### config.mk
export PLATFORM = sky130hd
export DESIGN_NAME = uart_parity_check_param
export DESIGN_NICKNAME = d
export VERILOG_FILES = /design/src/rtl/uart_parity_check_param.sv
export SDC_FILE = /design/constraint.sdc
export NUM_CORES = 1
export LEC_CHECK = 0
export BUFFER_PORTS_ARGS = -buffer_cell sky130_fd_sc_hd__buf_4
export CAP_MARGIN = 10
export CORE_ASPECT_RATIO = 0.9
export CORE_MARGIN = 2
export CORE_UTILIZATION = 49
export DETAILED_ROUTE_END_ITERATION = 7
export PLACE_DENSITY = 0.81
export SETUP_SLACK_MARGIN = 0.3
export SYNTH_ARGS = -nofsm -noshare
export SYNTH_HDL_FRONTEND = slang
export SYNTH_SLANG_ARGS = --single-unit
### constraint.sdc
create_clock -name clk_based_on_prescale -period 1.57 [get_ports clk_based_on_prescale]
set_input_delay 0.2355 -clock clk_based_on_prescale [delete_from_list [all_inputs] [get_ports clk_based_on_prescale]]
set_output_delay 0.2355 -clock clk_based_on_prescale [all_outputs]
set_load 0.1 [all_outputs]
### src/rtl/uart_parity_check_param.sv
// rtl/uart_parity_check_param.sv - frame-tracking UART RX parity checker with selectable length/mode and error statistics
module uart_parity_check_param #(
    parameter int DATA_WIDTH    = 8,
    parameter int ERR_CNT_WIDTH = 8
) (
    input  logic                     asy_reset,
    input  logic                     clk_based_on_prescale,
    input  logic                     par_en,
    input  logic [1:0]               par_mode,
    input  logic [3:0]               data_len,
    input  logic                     frame_start,
    input  logic                     sampled_data,
    input  logic                     sampled_data_valid,
    input  logic                     err_clr,
    output logic                     parity_valid,
    output logic                     parity_error,
    output logic                     err_sticky,
    output logic [ERR_CNT_WIDTH-1:0] err_count,
    output logic                     busy
);

    typedef enum logic [1:0] {IDLE, DATA, PARITY} state_t;

    localparam logic [3:0]               DW      = 4'(DATA_WIDTH);
    localparam logic [ERR_CNT_WIDTH-1:0] CNT_MAX = {ERR_CNT_WIDTH{1'b1}};

    state_t     state;
    logic [3:0] bit_cnt;
    logic [3:0] len_q;
    logic [1:0] mode_q;
    logic       acc;
    logic [3:0] len_eff;
    logic       exp_par;
    logic       par_bit_seen;
    logic       err_event;

    always_comb begin
        len_eff = data_len;
        if (data_len < 4'd5 || data_len > DW)
            len_eff = DW;
    end

    always_comb begin
        exp_par = 1'b0;
        case (mode_q)
            2'b00:   exp_par = acc;
            2'b01:   exp_par = ~acc;
            2'b10:   exp_par = 1'b1;
            default: exp_par = 1'b0;
        endcase
    end

    // A new frame_start or par_en drop wins over a parity bit arriving in the same cycle.
    assign par_bit_seen = (state == PARITY) && par_en && !frame_start && sampled_data_valid;
    assign err_event    = par_bit_seen && (sampled_data != exp_par);
    assign busy         = (state != IDLE);

    always_ff @(posedge clk_based_on_prescale or negedge asy_reset) begin
        if (!asy_reset) begin
            state        <= IDLE;
            bit_cnt      <= 4'd0;
            len_q        <= 4'd0;
            mode_q       <= 2'b00;
            acc          <= 1'b0;
            parity_valid <= 1'b0;
            parity_error <= 1'b0;
            err_sticky   <= 1'b0;
            err_count    <= '0;
        end else begin
            parity_valid <= 1'b0;

            if (err_event) begin
                err_sticky <= 1'b1;
                if (err_clr)
                    err_count <= ERR_CNT_WIDTH'(1);
                else if (err_count != CNT_MAX)
                    err_count <= err_count + ERR_CNT_WIDTH'(1);
            end else if (err_clr) begin
                err_sticky <= 1'b0;
                err_count  <= '0;
            end

            if (!par_en) begin
                state        <= IDLE;
                bit_cnt      <= 4'd0;
                acc          <= 1'b0;
                parity_error <= 1'b0;
            end else if (frame_start) begin
                mode_q       <= par_mode;
                len_q        <= len_eff;
                parity_error <= 1'b0;
                state        <= DATA;
                bit_cnt      <= sampled_data_valid ? 4'd1 : 4'd0;
                acc          <= sampled_data_valid & sampled_data;
            end else begin
                case (state)
                    DATA: begin
                        if (sampled_data_valid) begin
                            acc     <= acc ^ sampled_data;
                            bit_cnt <= bit_cnt + 4'd1;
                            if (bit_cnt == len_q - 4'd1)
                                state <= PARITY;
                        end
                    end
                    PARITY: begin
                        if (sampled_data_valid) begin
                            parity_valid <= 1'b1;
                            parity_error <= err_event;
                            state        <= IDLE;
                            bit_cnt      <= 4'd0;
                            acc          <= 1'b0;
                        end
                    end
                    default: ;
                endcase
            end
        end
    end

endmodule

==> results_dict.tcl <==
set metrics [dict create \
    outcome "finished with violations" \
    violations "negative setup slack" \
    gr-usage-all-layers_pct 25.8 \
    synth_warnings 0 \
    max_freq_mhz 620 \
    nNetsFinal 219 \
    setup_tns_ns -0.159 \
    layout_common_cells "buf_4, dfrtp_1, dfrtp_4" \
    gp_congestion 0.840 \
    ant_nets 0 \
    dieWidth_um 60.1 \
    synth_area_per_cell_um2 10.1 \
    fin_ws_ns -0.0428 \
    p_int_uw 1040 \
    synthFlopType "dfrtp_1" \
    dpl_cell_area_um2 1850 \
    syn_area_um2 1390 \
    area_growth_pct 68.2 \
    async_flop_share_pct 100 \
    hold_violations 0 \
    num_antenna_cells 0 \
    power_frac_comb_pct 38.8 \
    synth_top_area_cell "dfrtp_1" \
    initial_core_util_pct 51.0 \
    synth_nets 156 \
    synth_edf_count 0 \
    dp_worst_setup_slack_ns -0.0904 \
    pin_count 25 \
    viasPerCell 5.85 \
    fin_cells 239 \
    maxSlewViolCount 0 \
    power_frac_seq_pct 43.2 \
    cp-end-kind "register" \
    clkPwrFrac_pct 18.0 \
    drc_errors 0 \
    synth_top_cell_area_share_pct 43.2 \
    setup_violations 7 \
    worst_clock_skew_ns 0.00904 \
    io_buffers 24 \
    num_vias 1398 \
    first_pass_iters 4 \
    tritoncts "done" \
    switching_power_uw 530 \
    relSlewSlack_pct 67.4 \
    holdPathStages 2 \
    switching_share_pct 33.7 \
    grt_remaining_overflow 0 \
    path_clk_slew_ns 0.13 \
    ir_drop_uv 669 \
    grt_pass1_vias 1361 \
    antenna_found_initial 0 \
    cts.sinks 24 \
    rsz0062_at_grt "true" \
    arrival_ns 1.85 \
    power.density_nw_per_um2 673 \
    drt-total-wl_um 4530 \
    hpwl_um 2490 \
    hp-class "in -> reg" \
    ys_types 46 \
    setup.worst_path.start_class "register" \
    grt_max_degree 25 \
    seq_area_um2 633 \
    finalCriticalPeriod_ns 1.61 \
    final.fill_count 124 \
    core_um2 2730 \
    utilization_pct 85.7 \
    cap_violations 0 \
    synth_area_leaders "dfrtp_1, ha_1, nand3_1" \
    clk_root_buffer_cell "clkbuf_4" \
    dp.cells 215 \
    wl_per_cell_um 19.0 \
    ys_seq_area_share_pct 43.2 \
    drtIter0Drc 70 \
    grt_first_pass_wirelength_um 6100 \
    clk_latency_ns 0.32 \
    fin_crit_sh_pct 103 \
    dieHeight_um 54.5 \
    required_ns 1.81 \
    drive_above_1_share_pct 59.8 \
    rows 18 \
    layout_commonest_cell "buf_4" \
    cts-htree-levels 1 \
    worst_pin_slew_ns 0.485 \
    cts_made_buffers 3 \
    synth_cells 137 \
    critPathKind "reg -> reg" \
    clock_path_buffers 2 \
    crit_fanout 6 \
    ys_ff_latch 24 \
    p_leak_uw 0.000967 \
    dieArea_um2 3280 \
    multiInputGateArea_um2 1010 \
    fin_area_um2 2340 \
    reg2reg_depth 6 \
]
Yosys cell counts (all sizes together) (2+ instances only):
| cell | number |
|---|---|
| a211o | 2 |
| a21oi | 9 |
| a22o | 4 |
| a311oi | 3 |
| a31oi | 2 |
| buf | 2 |
| dfrtp | 24 |
| ha | 6 |
| inv | 8 |
| mux2 | 2 |
| nand2 | 8 |
| nand2b | 2 |
| nand3 | 11 |
| nor2 | 6 |
| nor3 | 4 |
| nor3b | 2 |
| o21ai | 6 |
| o21bai | 2 |
| o31ai | 4 |
| or4 | 3 |
| xnor2 | 4 |
| xor2 | 3 |
final timing paths:
| check | startpoint | end | slack [ns] |
|---|---|---|---|
| max | state[1] | bit_cnt[0] | -0.04 |
| min | par_mode[0] | mode_q[0] | 0.14 |
| max reg2reg | state[1] | bit_cnt[0] | -0.04 |
| min reg2reg | len_q[3] | len_q[3] | 0.55 |
| max in group asynchronous | asy_reset | err_count[5] | 0.97 |
| min in group asynchronous | asy_reset | bit_cnt[2] | 0.33 |
critical path, stage by stage, from the launching register on:
cell and delay [ns]:
dfrtp_2 0.47, ha_4 0.21, buf_4 0.15, nor3b_4 0.23
nand3_4 0.15, buf_6 0.15, o211ai_1 0.16
kinds of logic after synthesis:
group / synth area share [%]
buf+inv: 3.42
xor+xnor: 6.04
mux: 1.62
simple gates: 19.1
compound gates: 21.2
fa+ha+maj: 5.41
flops: 43.2
routing by layer:
layer	up-vias	global-route usage (%)	part of all wire, %
li1	638	-	-
met1	693	32.0	41
met2	55	43.1	53
met3	12	6.15	4.7
met4	0	11.1	1.8
met5	-	0	0
through the flow:
stage          hold WS, ns  power [uW]
3_5_place_dp         0.150        1130
4_1_cts              0.142        1490
5_1_grt              0.147        1630
6_report             0.142        1570
3_3_place_gp         0.147        1110
2_1_floorplan      -0.0601         935
power groups by stage:
stage	clock [uW]	sequential (uW)	combinational [uW]
after detailed placement	0	690	439
after floorplan	0	696	239
after CTS	287	677	529
after global placement	0	687	423
after global routing	301	685	643
final	283	680	610
registers in the layout (all words and copies together) (netlist names):
| register | flops |
|---|---|
| state | 2 |
| acc | 1 |
| len_q | 4 |
| err_sticky | 1 |
| parity_valid | 1 |
| mode_q | 2 |
| err_count | 8 |
| parity_error | 1 |
| bit_cnt | 4 |
layout make-up:
cell class | count | area share (%)
Tap cell | 40 | 2.14
Inverter | 9 | 1.93
Clock buffer | 4 | 1.12
Sequential cell | 24 | 27.1
Timing Repair Buffer | 60 | 24.4
Multi-Input combinational cell | 102 | 43.3
timing repair:
item / 4_1_cts / 5_1_grt
gates resized for setup: 43 / 23
hold buffers: 1 / 0
setup endpoints to repair: 26 / 26
hold endpoints to repair: 24 / 0
pin swaps: 18 / 11
setup buffers: 14 / 5
(Power assumes the default switching activity.)
